--- src/rtl/jtopl_pkg.sv ---
// Shared definitions for the OPL CPU write path: register bases, rhythm bit
// positions and the strobe kinds driven towards the operator/channel register file.
package jtopl_pkg;

    localparam logic [7:0] REG_TEST  = 8'h01;
    localparam logic [7:0] REG_CSM   = 8'h08;
    localparam logic [7:0] REG_MULT  = 8'h20;
    localparam logic [7:0] REG_KSLTL = 8'h40;
    localparam logic [7:0] REG_ARDR  = 8'h60;
    localparam logic [7:0] REG_SLRR  = 8'h80;
    localparam logic [7:0] REG_FNLO  = 8'hA0;
    localparam logic [7:0] REG_FNHI  = 8'hB0;
    localparam logic [7:0] REG_RHY   = 8'hBD;
    localparam logic [7:0] REG_FBCON = 8'hC0;
    localparam logic [7:0] REG_WAV   = 8'hE0;

    localparam int BD  = 4;
    localparam int SD  = 3;
    localparam int TOM = 2;
    localparam int TC  = 1;
    localparam int HH  = 0;

    localparam int NUM_KINDS = 8;

    typedef enum logic [2:0] {
        KIND_MULT,
        KIND_KSLTL,
        KIND_ARDR,
        KIND_SLRR,
        KIND_WAV,
        KIND_FNLO,
        KIND_FNHI,
        KIND_FBCON
    } kind_t;

    // Channels 0..8 are laid out as three groups of three.
    function automatic logic [4:0] ch_sel(input logic [3:0] ch);
        logic [1:0] g;
        logic [2:0] s;
        g = 2'(ch / 4'd3);
        s = 3'(ch % 4'd3);
        return {g, s};
    endfunction

endpackage

--- src/rtl/jtopl_wrdec_map.sv ---
// Combinational register-index decoder: index -> strobe kind plus group/subslot.
// Global registers (0x01, 0x08, 0xBD) are not reported here.
module jtopl_wrdec_map
    import jtopl_pkg::*;
#(
    parameter int OPL_TYPE = 1
) (
    input  logic [7:0] index,
    output kind_t      kind,
    output logic [1:0] group,
    output logic [2:0] sub,
    output logic       valid
);

    logic op_ok;
    logic ch_ok;

    // Operator offsets skip 6,7 in each group of 8 and only three groups exist.
    assign op_ok = (index[2:0] <= 3'd5) && (index[4:3] <= 2'd2);
    assign ch_ok = (index[3:0] <= 4'd8);

    always_comb begin
        kind  = KIND_MULT;
        group = 2'd0;
        sub   = 3'd0;
        valid = 1'b0;
        case (index[7:5])
            3'b001, 3'b010, 3'b011, 3'b100, 3'b111: begin
                group = index[4:3];
                sub   = index[2:0];
                valid = op_ok;
                case (index[7:5])
                    3'b001:  kind = KIND_MULT;
                    3'b010:  kind = KIND_KSLTL;
                    3'b011:  kind = KIND_ARDR;
                    3'b100:  kind = KIND_SLRR;
                    default: begin
                        kind  = KIND_WAV;
                        valid = op_ok && (OPL_TYPE != 1);
                    end
                endcase
            end
            3'b101, 3'b110: begin
                {group, sub} = ch_sel(index[3:0]);
                case (index[7:4])
                    4'hA: begin
                        kind  = KIND_FNLO;
                        valid = ch_ok;
                    end
                    4'hB: begin
                        kind  = KIND_FNHI;
                        valid = ch_ok;
                    end
                    4'hC: begin
                        kind  = KIND_FBCON;
                        valid = ch_ok;
                    end
                    default: valid = 1'b0;
                endcase
            end
            default: valid = 1'b0;
        endcase
    end

endmodule

--- src/rtl/jtopl_wrdec.sv ---
// CPU write decoder/sequencer: latches global registers and holds one update
// strobe for HOLD_LEN slot ticks so the register file sweeps every slot.
module jtopl_wrdec
    import jtopl_pkg::*;
#(
    parameter int OPL_TYPE = 1,
    parameter int HOLD_LEN = 21
) (
    input  logic       rst,
    input  logic       clk,
    input  logic       cen,
    input  logic       cs_n,
    input  logic       wr_n,
    input  logic       addr,
    input  logic [7:0] din,
    output logic [7:0] dout,
    output logic       write,
    output logic [1:0] sel_group,
    output logic [2:0] sel_sub,
    output logic       up_mult,
    output logic       up_ksl_tl,
    output logic       up_ar_dr,
    output logic       up_sl_rr,
    output logic       up_wav,
    output logic       up_fnumlo,
    output logic       up_fnumhi,
    output logic       up_fbcon,
    output logic       busy,
    output logic       rhy_en,
    output logic [4:0] rhy_kon,
    output logic       am_dep,
    output logic       vib_dep,
    output logic       wave_mode,
    output logic       note_sel
);

    localparam int CNT_W = $clog2(HOLD_LEN + 1);

    typedef enum logic {ST_IDLE, ST_HOLD} state_t;

    state_t             state_reg, state_next;
    logic [CNT_W-1:0]   cnt_reg, cnt_next;
    kind_t              kind_reg, kind_next;
    logic [1:0]         group_reg, group_next;
    logic [2:0]         sub_reg, sub_next;
    logic [7:0]         index_reg, index_next;
    logic [7:0]         dout_reg, dout_next;
    logic               write_reg, write_next;
    logic               rhy_en_reg, rhy_en_next;
    logic [4:0]         rhy_kon_reg, rhy_kon_next;
    logic               am_reg, am_next;
    logic               vib_reg, vib_next;
    logic               wave_reg, wave_next;
    logic               note_reg, note_next;
    logic               wr_prev_reg;

    kind_t      map_kind;
    logic [1:0] map_group;
    logic [2:0] map_sub;
    logic       map_valid;

    logic accept, idx_wr, dat_wr, strobe_wr, rhy_wr, test_wr, csm_wr;

    jtopl_wrdec_map #(.OPL_TYPE(OPL_TYPE)) u_map (
        .index (index_reg),
        .kind  (map_kind),
        .group (map_group),
        .sub   (map_sub),
        .valid (map_valid)
    );

    // One action per CPU strobe: only the clk where wr_n falls counts.
    assign accept    = !cs_n && !wr_n && wr_prev_reg;
    assign idx_wr    = accept && !addr;
    assign dat_wr    = accept && addr;
    assign strobe_wr = dat_wr && map_valid;
    assign rhy_wr    = dat_wr && (index_reg == REG_RHY);
    assign test_wr   = dat_wr && (index_reg == REG_TEST);
    assign csm_wr    = dat_wr && (index_reg == REG_CSM);

    always_comb begin
        state_next   = state_reg;
        cnt_next     = cnt_reg;
        kind_next    = kind_reg;
        group_next   = group_reg;
        sub_next     = sub_reg;
        index_next   = index_reg;
        dout_next    = dout_reg;
        write_next   = 1'b0;
        rhy_en_next  = rhy_en_reg;
        rhy_kon_next = rhy_kon_reg;
        am_next      = am_reg;
        vib_next     = vib_reg;
        wave_next    = wave_reg;
        note_next    = note_reg;

        if (idx_wr)
            index_next = din;
        if (strobe_wr || rhy_wr || test_wr || csm_wr)
            dout_next = din;
        if (rhy_wr) begin
            am_next      = din[7];
            vib_next     = din[6];
            rhy_en_next  = din[5];
            rhy_kon_next = din[4:0];
        end
        if (test_wr)
            wave_next = (OPL_TYPE != 1) ? din[5] : 1'b0;
        if (csm_wr)
            note_next = din[6];

        case (state_reg)
            ST_IDLE: begin
                if (strobe_wr) begin
                    state_next = ST_HOLD;
                    cnt_next   = CNT_W'(HOLD_LEN);
                    kind_next  = map_kind;
                    group_next = map_group;
                    sub_next   = map_sub;
                    write_next = 1'b1;
                end
            end
            ST_HOLD: begin
                // A new target restarts the sweep; otherwise count slot ticks down.
                if (strobe_wr) begin
                    cnt_next   = CNT_W'(HOLD_LEN);
                    kind_next  = map_kind;
                    group_next = map_group;
                    sub_next   = map_sub;
                    write_next = 1'b1;
                end else if (cen) begin
                    if (cnt_reg == CNT_W'(1)) begin
                        state_next = ST_IDLE;
                        cnt_next   = '0;
                    end else begin
                        cnt_next = cnt_reg - CNT_W'(1);
                    end
                end
            end
            default: state_next = ST_IDLE;
        endcase
    end

    always_ff @(posedge clk) begin
        if (rst) begin
            state_reg   <= ST_IDLE;
            cnt_reg     <= '0;
            kind_reg    <= KIND_MULT;
            group_reg   <= 2'd0;
            sub_reg     <= 3'd0;
            index_reg   <= 8'd0;
            dout_reg    <= 8'd0;
            write_reg   <= 1'b0;
            rhy_en_reg  <= 1'b0;
            rhy_kon_reg <= 5'd0;
            am_reg      <= 1'b0;
            vib_reg     <= 1'b0;
            wave_reg    <= 1'b0;
            note_reg    <= 1'b0;
            wr_prev_reg <= 1'b1;
        end else begin
            state_reg   <= state_next;
            cnt_reg     <= cnt_next;
            kind_reg    <= kind_next;
            group_reg   <= group_next;
            sub_reg     <= sub_next;
            index_reg   <= index_next;
            dout_reg    <= dout_next;
            write_reg   <= write_next;
            rhy_en_reg  <= rhy_en_next;
            rhy_kon_reg <= rhy_kon_next;
            am_reg      <= am_next;
            vib_reg     <= vib_next;
            wave_reg    <= wave_next;
            note_reg    <= note_next;
            wr_prev_reg <= wr_n;
        end
    end

    logic [NUM_KINDS-1:0] up_vec;

    generate
        for (genvar gi = 0; gi < NUM_KINDS; gi++) begin : g_up
            assign up_vec[gi] = (state_reg == ST_HOLD) && (kind_reg == kind_t'(3'(gi)));
        end
    endgenerate

    assign up_mult   = up_vec[KIND_MULT];
    assign up_ksl_tl = up_vec[KIND_KSLTL];
    assign up_ar_dr  = up_vec[KIND_ARDR];
    assign up_sl_rr  = up_vec[KIND_SLRR];
    assign up_wav    = up_vec[KIND_WAV];
    assign up_fnumlo = up_vec[KIND_FNLO];
    assign up_fnumhi = up_vec[KIND_FNHI];
    assign up_fbcon  = up_vec[KIND_FBCON];

    assign busy      = (state_reg == ST_HOLD);
    assign dout      = dout_reg;
    assign write     = write_reg;
    assign sel_group = group_reg;
    assign sel_sub   = sub_reg;
    assign rhy_en    = rhy_en_reg;
    assign rhy_kon   = rhy_kon_reg;
    assign am_dep    = am_reg;
    assign vib_dep   = vib_reg;
    assign wave_mode = wave_reg;
    assign note_sel  = note_reg;

endmodule

--- config.mk ---
export PLATFORM = sky130hd
export DESIGN_NAME = jtopl_wrdec
export DESIGN_NICKNAME = d
export VERILOG_FILES = /design/src/rtl/jtopl_pkg.sv /design/src/rtl/jtopl_wrdec_map.sv /design/src/rtl/jtopl_wrdec.sv
export SDC_FILE = /design/constraint.sdc
export NUM_CORES = 1
export LEC_CHECK = 0
export CORE_UTILIZATION = 40
export DETAILED_ROUTE_END_ITERATION = 16
export PLACE_DENSITY_LB_ADDON = 0.3
export SYNTH_ARGS = -nofsm -noshare
export SYNTH_HDL_FRONTEND = slang
export SYNTH_SLANG_ARGS = --single-unit
export TNS_END_PERCENT = 30
--- constraint.sdc ---
create_clock -name clk -period 2.5 [get_ports clk]
set_clock_uncertainty 0.1 [all_clocks]
set_input_delay 0.375 -clock clk [delete_from_list [all_inputs] [get_ports clk]]
set_output_delay 0.375 -clock clk [all_outputs]
set_load 0.05 [all_outputs]
==> metrics.md, run 1 <==
| Metric | Value |
|---|---|
| Status | finished clean |
| DP Worst Slack | 0.198 ns |
| Most frequent cells in the layout | clkdlybuf4s50_1 (45), dfxtp_1 (41), nor2_1 (29), nand2_1 (27), nand2b_1 (23) |
| Cts-stage hold buffer count | 0 |
| Initial core utilization | 0.418 |
| Yosys warns | 0 |
| Ys flop type | dfxtp_1 |
| Max Slew Vio Count | 0 |
| Num CTS Buffers | 5 |
| Synth top area cells | dfxtp_1 (38%), mux2i_1 (8.9%), nand2b_1 (6.7%) |
| Sequential Power Share | 0.556 |
| Rows | 26 |
| Synth top area share | 0.382 |
| Largest net degree at the start of global routing | 43 |
| Critical path's largest stage delay | 0.82 ns |
| Sw Ratio | 0.242 |
| Type of origin of the critical path | flip-flop |
| Maximum buffer depth of the clock tree | 2 |
| Final setup viols | 0 |
| Minimum clock period | 2.33 ns |
| Worst endpoint required time | 2.03 ns |
| Clock power share | 0.350 |
| Setup bufs post-CTS | 0 |
| Chip Height | 75.3 µm |
| Setup TNS | 0 ns |
| Psw | 0.291 mW |
| CTS H-tree depth | 2 |
| Skew-Pair Late Insertion Delay | 0.29 ns |
| Yosys cell types | 48 |
| Worst vdd ir | 0.000303 V |
| Async set-reset flop share out of synthesis | 0 |
| Crit end category | primary output |
| Sequential fraction of the synthesis area | 0.382 |
| Die area | 5670 µm² |
| Initial antenna violation count | 0 |
| Final total power | 1.20 mW |
| DPL Wire Length | 3.15 mm |
| DRC viols | 0 |
| Total I/O pin count | 47 |
| Post-route cell area | 2760 µm² |
| Fmax | 0.430 GHz |
| Final hold vios | 0 |
| Crit path cell chain | nand2_1, nor3_1, clkdlybuf4s50_1 |
| Die width | 75.3 µm |
| Post-Syn Nets | 273 |
| Share of cells above drive strength 1 | 0.0872 |
| Final layout net count | 316 |
| Clk sink count | 41 |
| Final WL | 4.36 mm |
| Slowest cell on crit path | clkdlybuf4s50_1 |
| DR vias/cell | 4.92 |
| Avg Inst Size Synth | 8.46 µm² |
| P_leak | 1.00 nW |
| RSZ-0062 raised after global routing | no |
| Slew HR | 0.589 |
| Average wire per cell in the routed design | 11.9 µm |
| DP Area | 2670 µm² |
| Critical path data arrival time | 1.85 ns |
| Final Core Density | 0.536 |
| CP bufs+invs | 1 |
| Fin crit share | 0.931 |
| First-pass GRT wire length | 7.25 mm |
| Gr usage total | 0.168 |
| Worst-Margin Slew | 0.611 ns |
| Number of synthesized register bits | 41 |
| Fill count | 515 |
| Synthesis-to-layout area growth | 28.3% |
| Int Power | 0.909 mW |
| Hold Path Class | reg2reg |
| Max Cap Viol | 0 |
| Fin cells | 368 |
| GRT Residual Overflow | 0 |
| Post-CTS sizing | 0 |
| Antenna viol nets, final | 0 |
| CP max FO | 7 |
| Initial DRC Count | 85 |
| 1st-pass router iterations | 4 |
| Final setup margin | 0.174 ns |
| Cells after synthesis | 254 |
| Power per cell area | 435 nW/µm² |
| Most common cell after layout, fill and taps aside | clkdlybuf4s50_1 |
| Placed cell count | 360 |
| Ant diodes | 0 |
| Comb power frac | 0.095 |
| Mapped cell area | 2150 µm² |
| Vias in the first global route | 1606 |
| Post-synth EDFFs | 0 |
| Clock root buffer | clkbuf_8 |
| Hold WS | 0.379 ns |
| CTS tree | built |
| Critical Setup Path Class | reg2out |
| Core area | 5140 µm² |
| Vias | 1809 |
| Clk slew on worst S/H paths | 0.08 ns |
| PortBufs | 45 |
| Routability cong. | 0.824 |
| Post-synth top area cell | dfxtp_1 |
| Cell family with most CP delay | buffers and inverters |
==> routing by layer <==
layer	wire length [µm]	global-route usage
met1	2130	0.215
met2	1990	0.280
met3	180	0.0361
met4	59	0.0617
met5	0	0
==> kinds of logic after synthesis <==
group	share of synthesized area
AOI/OAI and AO/OA	0.154
xor gates and xnor gates	0.0122
adders and majority gates	0.0291
buffers and inverters	0.0559
DFF	0.382
muxes	0.0885
other	0.00175
and+or+nand+nor	0.277
==> area by class of cell <==
class | instances | area (µm²) | area share
clock buffer | 7 | 76.3 | 0.0277
clock inverter | 1 | 7.51 | 0.00272
inverter | 7 | 26.3 | 0.00953
multi-input combinational | 188 | 1210 | 0.438
sequential | 41 | 821 | 0.298
tap | 70 | 87.6 | 0.0318
timing repair buffer | 54 | 531 | 0.192
==> power by group through the flow <==
stage | Clock, mW | Combinational [mW] | Sequential [mW]
final | 0.419 | 0.113 | 0.667
after global routing | 0.463 | 0.125 | 0.668
after CTS | 0.431 | 0.114 | 0.667
after detailed placement | 0 | 0.114 | 0.682
after global placement | 0 | 0.113 | 0.682
after floorplan | 0 | 0.0744 | 0.680
==> Yosys cell counts (4+ instances only) <==
| library cell | n |
|---|---|
| o21ai_0 | 4 |
| ha_1 | 5 |
| nand3_1 | 5 |
| nor2b_1 | 4 |
| nor2_1 | 29 |
| nand2b_1 | 23 |
| dfxtp_1 | 41 |
| a21o_1 | 4 |
| mux2i_1 | 19 |
| nor3_1 | 8 |
| nand2_1 | 27 |
| a21oi_1 | 14 |
| clkbuf_1 | 10 |
| or2_2 | 4 |
| a211oi_1 | 6 |
| inv_1 | 7 |
==> tightest hold or removal path, stage by stage (launching register included) <==
cell and delay [ns]:
dfxtp_1 0.31, nand2b_1 0.06, mux2i_1 0.06
==> worst paths after layout <==
check                                  from                      end  slack (ns)  cells past startpoint
setup / recovery            busy$_SDFF_PP0_                 up_ar_dr        0.17                      3
hold / removal         dout[3]$_SDFFE_PP0P_     dout[3]$_SDFFE_PP0P_        0.38                      2
setup reg to reg  index_reg[2]$_SDFFE_PP0P_  sel_sub[1]$_SDFFE_PP0P_        0.18                     10
hold reg to reg        dout[3]$_SDFFE_PP0P_     dout[3]$_SDFFE_PP0P_        0.38                      2
Power figures use the tool's default switching activity.
==> inputs of run 2 (changes only) <==
--- a/config.mk
+++ b/config.mk
@@ -6,5 +6,5 @@
 export NUM_CORES = 1
 export LEC_CHECK = 0
-export CORE_UTILIZATION = 40
+export CORE_UTILIZATION = 45
 export DETAILED_ROUTE_END_ITERATION = 16
 export PLACE_DENSITY_LB_ADDON = 0.3
==> constraint.sdc (replaced) <==
create_clock -name clk -period 2.5 [get_ports clk]
set_clock_uncertainty 0.1 [all_clocks]
set_input_delay 0.375 -clock clk [delete_from_list [all_inputs] [get_ports clk]]
set_output_delay 0.375 -clock clk [all_outputs]
set_load 0.01 [all_outputs]
==> run 2 against run 1 <==
Against the previous run:
- the flow now finishes with violations (design-rule violations)
- clock power increased by 50%
- first-iteration DRC count increased by 11%
- count of clock-buffer cells in the layout decreased by 2
- core utilization increased by 8.6 points
- critical path depth increased by 7
- maximum frequency increased by 2.0%
- critical path type is now reg2reg
- register-to-register slack improved by 0.04 ns
==> metrics.md, run 2 (same netlist as run 1, synthesis figures left out) <==
| Metric | Value |
|---|---|
| RSZ-0062 raised after global routing | no (unchanged) |
| Reg2reg start | index_reg[2]$_SDFFE_PP0P_ (unchanged) |
| Critical path's largest stage delay | 0.31 ns (was 0.82 ns) |
| Critical Setup Path Class | reg2reg (was reg2out) |
| Final setup viols | 0 (unchanged) |
| CTS tree | built (unchanged) |
| Routability cong. | 0.810 (was 0.824) |
| Final WL | 4.60 mm (was 4.36 mm) |
| Hold Path Class | reg2reg (unchanged) |
| Synthesis-to-layout area growth | 29.7% (was 28.3%) |
| Core area | 4470 µm² (was 5140 µm²) |
| Rows | 24 (was 26) |
| Num CTS Buffers | 5 (unchanged) |
| Clock root buffer | clkbuf_8 (unchanged) |
| Die area | 5050 µm² (was 5670 µm²) |
| Initial core utilization | 0.480 (was 0.418) |
| Gr usage total | 0.191 (was 0.168) |
| Max Cap Viol | 0 (unchanged) |
| Most common cell after layout, fill and taps aside | clkdlybuf4s50_1 (unchanged) |
| Minimum clock period | 2.28 ns (was 2.33 ns) |
| Type of origin of the critical path | flip-flop (unchanged) |
| Antenna viol nets, final | 0 (unchanged) |
| Worst vdd ir | 0.000362 V (was 0.000303 V) |
| DR vias/cell | 5.37 (was 4.92) |
| Maximum buffer depth of the clock tree | 2 (unchanged) |
| Power per cell area | 504 nW/µm² (was 435 nW/µm²) |
| Worst endpoint required time | 2.61 ns (was 2.03 ns) |
| Average wire per cell in the routed design | 13.1 µm (was 11.9 µm) |
| CP max FO | 5 (was 7) |
| PortBufs | 45 (unchanged) |
| Final setup margin | 0.220 ns (was 0.174 ns) |
| Fmax | 0.439 GHz (was 0.430 GHz) |
| Die width | 71.1 µm (was 75.3 µm) |
| Slowest cell on crit path | dfxtp_1 (was clkdlybuf4s50_1) |
| GRT Residual Overflow | 0 (unchanged) |
| Final layout net count | 316 (unchanged) |
| Max Slew Vio Count | 0 (unchanged) |
| Crit path to | sel_sub[1]$_SDFFE_PP0P_ (was up_ar_dr) |
| Clk sink count | 41 (unchanged) |
| Vias in the first global route | 1653 (was 1606) |
| Cts-stage hold buffer count | 0 (unchanged) |
| Largest net degree at the start of global routing | 41 (was 43) |
| Clk slew on worst S/H paths | 0.08 ns (about the same) |
| Most frequent cells in the layout | clkdlybuf4s50_1 (45), dfxtp_1 (41), nor2_1 (29), nand2_1 (27), nand2b_1 (23) (unchanged) |
| Initial DRC Count | 94 (was 85) |
| DRC viols | 3 (was 0) |
| R2r setup slk | 0.22 ns (was 0.18 ns) |
| Worst-Margin Slew | 0.626 ns (was 0.611 ns) |
| CTS H-tree depth | 2 (unchanged) |
| Crit end category | flip-flop (was primary output) |
| Share of cells above drive strength 1 | 0.0973 (was 0.0872) |
| DP Worst Slack | 0.199 ns (was 0.198 ns) |
| Total I/O pin count | 47 (unchanged) |
| First-pass GRT wire length | 7.57 mm (was 7.25 mm) |
| 1st-pass router iterations | 10 (was 4) |
| Fin crit share | 0.912 (was 0.931) |
| Setup TNS | 0 ns (unchanged) |
| Vias | 1881 (was 1809) |
| Status | finished with violations (was finished clean) |
| Final hold vios | 0 (unchanged) |
| P_leak | 1.03 nW (was 1.00 nW) |
| Initial antenna violation count | 0 (unchanged) |
| Worst r2r dst | sel_sub[1]$_SDFFE_PP0P_ (unchanged) |
| Crit path from | index_reg[2]$_SDFFE_PP0P_ (was busy$_SDFF_PP0_) |
| Critical path data arrival time | 2.39 ns (was 1.85 ns) |
| Chip Height | 71.1 µm (was 75.3 µm) |
| DPL Wire Length | 3.35 mm (was 3.15 mm) |
| Crit path cell chain | nor2b_2, ha_1, inv_1, ha_1, or2_2, o21ai_0, ha_1, a211o_1, o2bb2a_1, a311oi_1 (was nand2_1, nor3_1, clkdlybuf4s50_1) |
| Ant diodes | 0 (unchanged) |
| Failing checks | design-rule violations |
| Skew-Pair Late Insertion Delay | 0.30 ns (was 0.29 ns) |
| Slew HR | 0.579 (was 0.589) |
| Most common cell on crit path | ha_1 |
| Reg2Reg Depth | 10 (unchanged) |
| Final total power | 1.40 mW (was 1.20 mW) |
[run 2: cell count changes in the layout (fill, tap and decap cells not counted)]
cell / delta
nor2b_1: -1
clkinvlp_4: -1
nor2b_2: +1
clkbuf_1: -2
bufinv_16: +2
clkinv_2: +1
[run 2: layout make-up]
| class | count | area, µm² |
|---|---|---|
| Clock inverter | 3 | 65.1 |
| Sequential cell | 41 | 821 |
| Clock buffer | 5 | 68.8 |
| Tap cell | 52 | 65.1 |
| Timing Repair Buffer | 54 | 531 |
| Multi-Input combinational cell | 188 | 1210 |
| Fill cell | 418 | 1690 |
| Inverter | 7 | 26.3 |
[run 2: worst min path at each step]
stage	from	end	slack [ns]	cells past startpoint
final	dout[3]$_SDFFE_PP0P_	dout[3]$_SDFFE_PP0P_	0.38	2
after global routing	dout[6]$_SDFFE_PP0P_	dout[6]$_SDFFE_PP0P_	0.40	2
after CTS	dout[2]$_SDFFE_PP0P_	dout[2]$_SDFFE_PP0P_	0.38	2
after detailed placement	dout[6]$_SDFFE_PP0P_	dout[6]$_SDFFE_PP0P_	0.37	2
after global placement	dout[2]$_SDFFE_PP0P_	dout[2]$_SDFFE_PP0P_	0.36	2
after floorplan	rst	write$_SDFF_PP0_	0.36	1
[run 2: timing repair]
action / CTS / global route
hold endpoints to repair: 0 / 0
setup endpoints to repair: 0 / 1
gates resized for setup: 0 / 1
setup buffers: 0 / 0
[run 2: power breakdown]
group	internal [mW]	total [mW]	switching (mW)
clock network	0.396	0.628	0.232
registers	0.658	0.667	0.00882
logic	0.0531	0.108	0.0547
total	1.11	1.40	0.295
[run 2: critical path, delay by kind of cell, from the launching register on]
kind | cells | cell delay, ns
fa+ha+maj | 3 | 0.55
compound gates | 4 | 0.92
buf+inv | 1 | 0.05
flops | 1 | 0.31
simple gates | 2 | 0.26
[run 2: routing by layer]
metal,track usage,vias to the layer above,wire (µm)
met2,0.314,50,2230
met5,0,-,0
li1,-,957,-
met3,0.0670,7,228
met1,0.233,867,2060
met4,0.0622,0,78
[run 2: per-stage QoR]
step	hold slack (ns)	std cells	utilization	area, µm²
finish	0.381	350	0.623	2790
global route	0.397	350	0.623	2790
CTS	0.382	350	0.622	2780
detailed placement	0.368	342	0.592	2650
global placement	0.360	342	0.592	2650
floorplan	0.358	254	-	2150
